[config.mk]
export PLATFORM = sky130hd
export DESIGN_NAME = store_drain_queue_flat
export DESIGN_NICKNAME = d
export VERILOG_FILES = /design/src/rtl/GPU_Shader_pkg.sv /design/src/rtl/store_drain_queue_if.sv /design/src/rtl/lane_store_resolve.sv /design/src/rtl/store_drain_queue.sv /design/src/flat_wrapper.sv
export SDC_FILE = /design/constraint.sdc
export NUM_CORES = 1
export LEC_CHECK = 0
export ABC_AREA = 0
export ABC_CLOCK_PERIOD_IN_PS = 16900
export BUFFER_PORTS_ARGS = -buffer_cell sky130_fd_sc_hd__buf_2
export CORE_MARGIN = 4
export CORE_UTILIZATION = 45
export CTS_BUF_LIST = sky130_fd_sc_hd__clkbuf_4
export CTS_CLUSTER_SIZE = 24
export DETAILED_ROUTE_END_ITERATION = 7
export PLACE_DENSITY = 0.63
export SLEW_MARGIN = 5
export SYNTH_ARGS = -nofsm -noshare
export SYNTH_HDL_FRONTEND = slang
export SYNTH_SLANG_ARGS = --single-unit
[constraint.sdc]
create_clock -name clk -period 16.9 [get_ports clk]
set_clock_uncertainty 0.05 [all_clocks]
set_input_delay 2.535 -clock clk [delete_from_list [all_inputs] [get_ports clk]]
set_output_delay 2.535 -clock clk [all_outputs]
set_load 0.03 [all_outputs]
[src/rtl/GPU_Shader_pkg.sv]
// Shared shader-core types: lane count, memory size, word type and the store request record.
package GPU_Shader_pkg;

  localparam int LANES      = 4;
  localparam int MEM_DEPTH  = 256;
  localparam int WORD_WIDTH = 32;

  // One extra address bit so a producer can express a store that falls outside the memory.
  localparam int REQ_ADDR_WIDTH = $clog2(MEM_DEPTH) + 1;

  typedef logic [WORD_WIDTH-1:0] word_t;

  typedef struct packed {
    logic [LANES-1:0]                     mask;
    logic [LANES-1:0][REQ_ADDR_WIDTH-1:0] addr;
    word_t [LANES-1:0]                    data;
  } store_req_t;

endpackage

[src/rtl/store_drain_queue_if.sv]
// Store request channel (valid/ready) plus the memory write port it drains into.
interface store_drain_queue_if import GPU_Shader_pkg::*; #(
  parameter int ADDR_WIDTH = $clog2(MEM_DEPTH)
) ();

  // A request transfers at a posedge where in_valid && in_ready; in_valid and the payload
  // must hold until then. The write port has no ready: the memory always accepts write_*.
  logic                                 in_valid;
  logic                                 in_ready;
  logic [LANES-1:0]                     in_mask;
  logic [LANES-1:0][ADDR_WIDTH-1:0]     in_addr;
  word_t [LANES-1:0]                    in_data;
  logic [LANES-1:0]                     write_en;
  logic [LANES-1:0][ADDR_WIDTH-1:0]     write_addr;
  word_t [LANES-1:0]                    write_data;

  modport master (
    output in_valid, in_mask, in_addr, in_data,
    input  in_ready, write_en, write_addr, write_data
  );

  modport slave (
    input  in_valid, in_mask, in_addr, in_data,
    output in_ready, write_en, write_addr, write_data
  );

endinterface

[src/rtl/lane_store_resolve.sv]
// Decides which masked lanes of one store actually write: drops out-of-range lanes and lanes
// overwritten by a higher lane targeting the same address.
module lane_store_resolve import GPU_Shader_pkg::*; #(
  parameter int ADDR_WIDTH = $clog2(MEM_DEPTH)
) (
  input  logic [LANES-1:0]                 mask,
  input  logic [LANES-1:0][ADDR_WIDTH-1:0] addr,
  output logic [LANES-1:0]                 en,
  output logic                             oob
);

  always_comb begin
    en  = '0;
    oob = 1'b0;
    for (int i = 0; i < LANES; i++) begin
      if (mask[i]) begin
        if (32'(addr[i]) >= MEM_DEPTH) begin
          oob = 1'b1;
        end else begin
          en[i] = 1'b1;
          for (int j = i + 1; j < LANES; j++) begin
            if (mask[j] && (addr[j] == addr[i])) en[i] = 1'b0;
          end
        end
      end
    end
  end

endmodule

[src/rtl/store_drain_queue.sv]
// Small FIFO of lane stores that drains one entry per cycle into a registered memory write port.
module store_drain_queue import GPU_Shader_pkg::*; #(
  parameter int DEPTH      = 4,
  parameter int ADDR_WIDTH = $clog2(MEM_DEPTH)
) (
  input  logic              clk,
  input  logic              rst,
  store_drain_queue_if.slave bus,
  input  logic              clr_err,
  output logic              busy,
  output logic              oob_err
);

  localparam int PTR_W = $clog2(DEPTH);
  localparam int CNT_W = PTR_W + 1;

  logic [LANES-1:0]                 mask_mem [DEPTH];
  logic [LANES-1:0][ADDR_WIDTH-1:0] addr_mem [DEPTH];
  word_t [LANES-1:0]                data_mem [DEPTH];

  logic [PTR_W-1:0] wr_ptr;
  logic [PTR_W-1:0] rd_ptr;
  logic [CNT_W-1:0] count;
  logic             push;
  logic             pop;
  logic [LANES-1:0] head_en;
  logic             head_oob;

  // Ready looks only at the registered count, so a full queue refuses even when it pops.
  assign bus.in_ready = (count < CNT_W'(DEPTH));
  assign push         = bus.in_valid && bus.in_ready;
  assign pop          = (count != '0);
  assign busy         = pop || (|bus.write_en);

  lane_store_resolve #(.ADDR_WIDTH(ADDR_WIDTH)) u_resolve (
    .mask (mask_mem[rd_ptr]),
    .addr (addr_mem[rd_ptr]),
    .en   (head_en),
    .oob  (head_oob)
  );

  always_ff @(posedge clk) begin
    if (push) begin
      mask_mem[wr_ptr] <= bus.in_mask;
      addr_mem[wr_ptr] <= bus.in_addr;
      data_mem[wr_ptr] <= bus.in_data;
    end
  end

  always_ff @(posedge clk) begin
    if (pop) begin
      bus.write_addr <= addr_mem[rd_ptr];
      bus.write_data <= data_mem[rd_ptr];
    end
  end

  // Pointers are log2(DEPTH) bits wide, so plain increments wrap modulo DEPTH.
  always_ff @(posedge clk) begin
    if (rst) begin
      wr_ptr       <= '0;
      rd_ptr       <= '0;
      count        <= '0;
      bus.write_en <= '0;
      oob_err      <= 1'b0;
    end else begin
      if (push) wr_ptr <= wr_ptr + 1'b1;
      if (pop)  rd_ptr <= rd_ptr + 1'b1;
      count        <= count + CNT_W'(push) - CNT_W'(pop);
      bus.write_en <= pop ? head_en : '0;
      if (pop && head_oob) oob_err <= 1'b1;
      else if (clr_err)    oob_err <= 1'b0;
    end
  end

endmodule

[src/flat_wrapper.sv]
// flat-port wrapper written by rule: the top's interface ports become plain ports
module store_drain_queue_flat import GPU_Shader_pkg::*;
#(
  parameter int DEPTH      = 4,
  parameter int ADDR_WIDTH = $clog2(MEM_DEPTH)
)
  (clk, rst, clr_err, busy, oob_err, bus_in_valid, bus_in_mask, bus_in_addr, bus_in_data, bus_in_ready, bus_write_en, bus_write_addr, bus_write_data);
  store_drain_queue_if #(.ADDR_WIDTH(ADDR_WIDTH)) bus_i ();
  input  logic clk;
  input  logic rst;
  input  logic clr_err;
  output logic busy;
  output logic oob_err;
  input wire logic [$bits(bus_i.in_valid)-1:0] bus_in_valid;
  input wire logic [$bits(bus_i.in_mask)-1:0] bus_in_mask;
  input wire logic [$bits(bus_i.in_addr)-1:0] bus_in_addr;
  input wire logic [$bits(bus_i.in_data)-1:0] bus_in_data;
  output wire logic [$bits(bus_i.in_ready)-1:0] bus_in_ready;
  output wire logic [$bits(bus_i.write_en)-1:0] bus_write_en;
  output wire logic [$bits(bus_i.write_addr)-1:0] bus_write_addr;
  output wire logic [$bits(bus_i.write_data)-1:0] bus_write_data;
  assign bus_i.in_valid = bus_in_valid;
  assign bus_i.in_mask = bus_in_mask;
  assign bus_i.in_addr = bus_in_addr;
  assign bus_i.in_data = bus_in_data;
  assign bus_in_ready = bus_i.in_ready;
  assign bus_write_en = bus_i.write_en;
  assign bus_write_addr = bus_i.write_addr;
  assign bus_write_data = bus_i.write_data;
  store_drain_queue #(.DEPTH(DEPTH), .ADDR_WIDTH(ADDR_WIDTH)) u_core (.clk(clk), .rst(rst), .bus(bus_i), .clr_err(clr_err), .busy(busy), .oob_err(oob_err));
endmodule
[Word-level counts from Yosys, hierarchy flattened]
Memories as Yosys holds them, arrays and structs flattened. A register that Yosys moved wholly into a read port is not among the register bits.
Cells that the tools add are included.
Word-level totals
  output and inout port bits: 167
  memories: 3
  bits of input ports: 168
  memory bits (writable): 656
  register bits: 43
  word-level logic and storage cells: 53
Memories
  u_core.data_mem: words 4, width 128, rd ports 1, clocked after Yosys merged registers in 1, wr ports 1, RTL line store_drain_queue.sv:19  | word_t [LANES-1:0] data_mem [DEPTH];
  u_core.addr_mem: words 4, width 32, rd ports 1, clocked after Yosys merged registers in 1, wr ports 1, RTL line store_drain_queue.sv:18  | logic [LANES-1:0][ADDR_WIDTH-1:0] addr_mem [DEPTH];
  u_core.mask_mem: words 4, width 4, rd ports 1, clocked after Yosys merged registers in 1, wr ports 1, RTL line store_drain_queue.sv:17  | logic [LANES-1:0] mask_mem [DEPTH];
Cells by class
  $lt $le $gt $ge: 1
  bitwise operators: 4
  muxes and demuxes: 10
  reduce and logical (&&, ||, !) cells: 14
  eq/ne operators: 6
  add/sub/neg operators: 4
Operators with widths (count)
  8-bit equality test: 6
  2-bit two-way mux: 4
  4-bit OR reduction: 2
  1-bit logical AND: 7
  1-bit two-way mux: 6
  5-bit OR reduction: 1
  2-bit by 1-bit adder with 2-bit output (second input constant): 2
  1-bit NOT: 4
  3-bit by 1-bit adder with 3-bit output: 1
  3-bit < comparator (second input constant): 1
  3-bit nonzero test: 1
  3-bit OR reduction: 1
  3-bit by 1-bit subtractor with 3-bit output: 1
  2-bit OR reduction: 1
  1-bit logical OR: 1

[Longest topological paths before layout]
  depth in word-level cells: 4
  gate-level depth with buffers: 9
  gate-level depth less buffers: 9

[Modules after synthesis]
From an unflattened synthesis, not the netlist that was laid out.
Unflattened totals
  cell total of the unflattened synthesis: 1150
  area, all modules: 29618.4 µm²
Modules (own cells, without submodules)
  store_drain_queue: cells an instance 1079, instances 1, area an instance 29054.1 µm², seq. area each 24783.8 µm²
  lane_store_resolve: cells an instance 71, instances 1, area an instance 564.3 µm², seq. area each 0.0 µm²

[Worst setup path before layout]
No wires, ideal clock.
  path kind: input -> register
  start point: input bus_in_valid
  end point: memory u_core.addr_mem[0][0] in the netlist's numbering (enable)
  arrival: 6669 ps
  stages: 3
  buffers on the path: 1
  path slack: 9638 ps
  path through: nor2b_1 -> clkbuf_1 -> and2_1
Between the ends
  longest elaborated chain between the ends: 3
Ends and longest elaborated chain
  from (decl): RTL line flat_wrapper.sv:14  | input wire logic [$bits(bus_i.in_valid)-1:0] bus_in_valid;
  1-bit logical AND: RTL line store_drain_queue.sv:31  | assign push = bus.in_valid && bus.in_ready;
  net u_core.push: RTL line store_drain_queue.sv:24  | logic push;
  1-bit two-way mux: RTL line store_drain_queue.sv:43  | if (push) begin
  1-bit two-way mux (not written as such): RTL line store_drain_queue.sv:45  | addr_mem[wr_ptr] <= bus.in_addr;
  to (decl): RTL line store_drain_queue.sv:18
The timed path passes the listed nets, and every way through them passes these cells.

[Worst setup path in the final report]
  start point: input bus_in_valid
  end point: memory u_core.data_mem[1][60] in the netlist's numbering (enable)
Between the ends
  longest elaborated chain between the ends: 3
Ends and longest elaborated chain
  1-bit logical AND: RTL line store_drain_queue.sv:31
  1-bit two-way mux: RTL line store_drain_queue.sv:43
  1-bit two-way mux (not written as such): RTL line store_drain_queue.sv:46  | data_mem[wr_ptr] <= bus.in_data;
  to (decl): RTL line store_drain_queue.sv:19
No other way between the ends.

==> results <==
- The final count of hold timing violations was 0.
- The synthesized net count is 1321.
- The measured slew at the worst slew-check pin is 1100 ps.
- The total leakage power is 11.9 nW.
- After clock tree synthesis, the setup repair step added 0 buffers.
- The least setup slack across all paths after layout is 11560 ps.
- Across the run, the number of max-cap violations was 0.
- The filler cells instantiated in the layout total 5190.
- The nature of the critical path startpoint is an input port.
- The filler-free cell count of the finished design is 2677.
- The netlist uses 27 different library cells.
- The die covers 69700 µm².
- The starting density of the core is 45.6%.
- After synthesis the netlist holds a flip-flop and latch count of 829.
- The instance area at placement is 32200 µm².
- At the later pin of the worst-skew pair, clock insertion delay measures 980 ps.
- Sequential elements use 84.0% of the synthesized area.
- The post-route cell area is 34700 µm².
- The maximum fanout encountered on the critical timing path is 58.
- In the final design database the tool counted 1839 nets.
- In this run the standard cell core region covers 64700 µm².
- The via count of the first global-routing pass came to 14942.
- TritonCTS built the clock tree.
- The run finished with clean final reports.
- After layout, the worst path uses 31.6% of the clock period.
- The proportion of layout cells with a drive suffix above 1 is 46.1%.
- The cell sitting at the root of the clock tree is a sky130_fd_sc_hd__clkbuf_4.
- STA puts the critical path data required time at 17420 ps.
- Compared with the post-synthesis result, the final layout area differs by 17.8%.
- The final global-route overflow total is 0.
- The number of buffers added on ports is 332.
- The tightest min-delay check is of the register to register type.
- The gate count after technology mapping is 1146.
- The die is 264 µm tall.
- In this run, the number of DRC markers left after iteration 0 of detailed routing was 725.
- Setup repair after global routing left no endpoint under its margin.
- The number of cells after detailed placement is 2314.
- After clock tree synthesis, the flow added hold-fix buffers numbering 0.
- The tree built by TritonCTS fans out to 829 sinks.
- Clock-pin slew was measured on the worst setup and hold paths at 70 ps.
- The maximum VDD drop is 0.104 mV.
- Measured along the x axis, the die boundary spans 264 µm.
- The number of levels the H-tree was split into is 4.
- Static timing analysis puts the maximum clock frequency at 187 MHz.
- Detailed placement ended at an HPWL of 35.0 mm.
- Setup violations remaining at the end of the flow were counted as 0.
- Data on the critical path arrives at its endpoint at 5850 ps.
- The maximum count of clock buffers along a single path is 3.
- The max-slew violation count was 0.
- The area of the mapped netlist is 29500 µm².
- After synthesis, the mean cell area works out to 25.7 µm².
- The total wire length after detailed routing is 59.5 mm.
- The I/O pin count is 335.
- The number of clock buffers inserted by TritonCTS is 203.
- The routed via count divided by cell count is 5.05.
- The initial antenna violation count came to 20.
- The total negative slack for setup checks is 0 ps.
- The worst setup path is of the input port to register kind.
- Counting I/O delays and the setup requirement, the final critical path takes 5340 ps.
- Entering global routing, the biggest net connects 66 pins.
- The count of unresolved DRC violations after routing is 0.
- The placement-stage worst setup slack is 10480 ps.
- The via count is 13526.
- The total of warnings raised by yosys is 0.
- The kind of end point of the critical path is a register.
- The first global-routing pass estimated 89.8 mm of wire.
- The count of nets left with antenna violations once routing finished came out at 0.
- The final hold slack is 529 ps.
- The count of cells resized by post-cts repair is 0.
- The overall track demand over capacity in global routing is 17.3%.
- Power spread over the standard cell area amounts to 178 nW/µm².
- At the end of routability-driven placement, the weighted congestion stood at 0.786.
- For this run, the detailed router's first-pass iteration total came to 4.
- Measured against its own limit, the worst slew margin works out to 26.9%.
- The average routed wire per standard cell is 22.2 µm.
- Row generation in the floorplan step produced 93 rows.
path summary, 6_finish.rpt:
kind                                               end  slack (ps)  cells past startpoint             start
worst max-delay path            u_core.data_mem[1][60]       11560                      6      bus_in_valid
worst min-delay path                          register         530                      2  u_core.rd_ptr[0]
worst max register to register  u_core.data_mem[1][60]       12880                      5   u_core.count[2]
worst min register to register                register         530                      2  u_core.rd_ptr[0]
cell usage after synthesis:
master / n / area (µm²)
sky130_fd_sc_hd__a21oi_1: 1 / 5.00
sky130_fd_sc_hd__a31oi_1: 2 / 12.5
sky130_fd_sc_hd__and2_1: 6 / 37.5
sky130_fd_sc_hd__and3_1: 1 / 6.26
sky130_fd_sc_hd__and4_1: 1 / 8.76
sky130_fd_sc_hd__buf_1: 8 / 30.0
sky130_fd_sc_hd__buf_12: 1 / 20.0
sky130_fd_sc_hd__buf_2: 12 / 60.1
sky130_fd_sc_hd__buf_4: 2 / 15.0
sky130_fd_sc_hd__buf_6: 2 / 22.5
sky130_fd_sc_hd__clkbuf_1: 15 / 56.3
sky130_fd_sc_hd__conb_1: 1 / 3.75
sky130_fd_sc_hd__dfxtp_1: 13 / 260
sky130_fd_sc_hd__edfxtp_1: 816 / 24500
sky130_fd_sc_hd__fa_1: 1 / 20.0
sky130_fd_sc_hd__ha_1: 6 / 75.1
sky130_fd_sc_hd__inv_1: 8 / 30.0
sky130_fd_sc_hd__mux4_1: 1 / 26.3
sky130_fd_sc_hd__mux4_2: 163 / 3670
sky130_fd_sc_hd__nand2_1: 4 / 15.0
sky130_fd_sc_hd__nand4_1: 5 / 31.3
sky130_fd_sc_hd__nor2_1: 8 / 30.0
sky130_fd_sc_hd__nor2b_1: 3 / 18.8
sky130_fd_sc_hd__nor3_1: 6 / 30.0
sky130_fd_sc_hd__nor4_1: 7 / 43.8
sky130_fd_sc_hd__xnor2_1: 13 / 114
sky130_fd_sc_hd__xor2_1: 40 / 350
sequential cells by signal, summed over array words and instances, names as in the netlist, named ones only:
name,count
u_core.bus.write_data,128
u_core.addr_mem,128
u_core.bus.write_addr,32
u_core.data_mem,512
u_core.rd_ptr,2
u_core.mask_mem,16
u_core.bus.write_en,4
u_core.wr_ptr,2
u_core.count,3
cells by family (layout without fill, tap and decap cells):
| group | Yosys count | count (layout) | share of synthesized area, % |
|---|---|---|---|
| compound gates | 3 | 3 | 0.0594 |
| other cells | 1 | 9 | 0.0127 |
| mux | 164 | 164 | 12.5 |
| buf+inv | 48 | 716 | 0.793 |
| flops | 829 | 829 | 84.0 |
| xor+xnor | 53 | 53 | 1.57 |
| fa+ha+maj | 7 | 7 | 0.322 |
| simple gates | 41 | 41 | 0.751 |
placed cells by master (no fill, tap or decap), types with 2 or more instances in the layout:
master and instances:
sky130_fd_sc_hd__clkinvlp_4 3, sky130_fd_sc_hd__inv_1 7, sky130_fd_sc_hd__clkinv_4 3, sky130_fd_sc_hd__buf_4 21, sky130_fd_sc_hd__xnor2_1 13, sky130_fd_sc_hd__nor3_1 6, sky130_fd_sc_hd__buf_2 332, sky130_fd_sc_hd__inv_6 4
sky130_fd_sc_hd__ha_1 6, sky130_fd_sc_hd__nor2_1 8, sky130_fd_sc_hd__nand4_1 5, sky130_fd_sc_hd__edfxtp_1 816, sky130_fd_sc_hd__clkinv_1 43, sky130_fd_sc_hd__clkinv_2 6, sky130_fd_sc_hd__and2_1 2, sky130_fd_sc_hd__dfxtp_1 10
sky130_fd_sc_hd__a31oi_1 2, sky130_fd_sc_hd__nor2b_1 3, sky130_fd_sc_hd__dfxtp_4 2, sky130_fd_sc_hd__mux4_2 163, sky130_fd_sc_hd__and2_4 4, sky130_fd_sc_hd__nand2_1 4, sky130_fd_sc_hd__xor2_1 40, sky130_fd_sc_hd__nor4_1 7
sky130_fd_sc_hd__clkbuf_4 295, sky130_fd_sc_hd__diode_2 8
critical path, stage by stage:
cell	delay [ps]
sky130_fd_sc_hd__buf_2	80
sky130_fd_sc_hd__nor2b_1	530
sky130_fd_sc_hd__and2_4	360
sky130_fd_sc_hd__buf_4	690
sky130_fd_sc_hd__buf_4	890
sky130_fd_sc_hd__buf_4	710
power breakdown:
group	switching, mW	total (mW)	leakage (nW)	internal [mW]
Sequential	0.115	2.90	7.69	2.78
Combinational	1.16	1.73	2.68	0.575
Clock	0.753	1.57	1.49	0.815
final cells by class:
class / count / area [µm²] / share of cell area, %
repair buffers: 353 / 1820 / 5.24
multi-input cells: 269 / 4510 / 13.0
diodes: 8 / 20.0 / 0.0576
well taps: 855 / 1070 / 3.08
flip-flops and latches: 829 / 24800 / 71.3
inverters: 8 / 35.0 / 0.101
clock buffers: 295 / 2210 / 6.37
clock inverters: 60 / 300 / 0.864
layer usage:
layer	GRT usage [%]	share of wire, %	up-vias
met4	6.40	2.1	16
met3	7.30	8.5	112
met5	0	0.16	-
li1	-	-	6048
met2	27.8	50	454
met1	21.2	39	6896
per-stage QoR:
step	utilization, %	power (mW)
after floorplan	-	4.18
after global placement	49.8	4.70
after detailed placement	49.8	4.72
after CTS	53.7	6.32
after global routing	53.7	6.54
final	53.7	6.20
No activity file was read; power rests on OpenSTA's default activity.
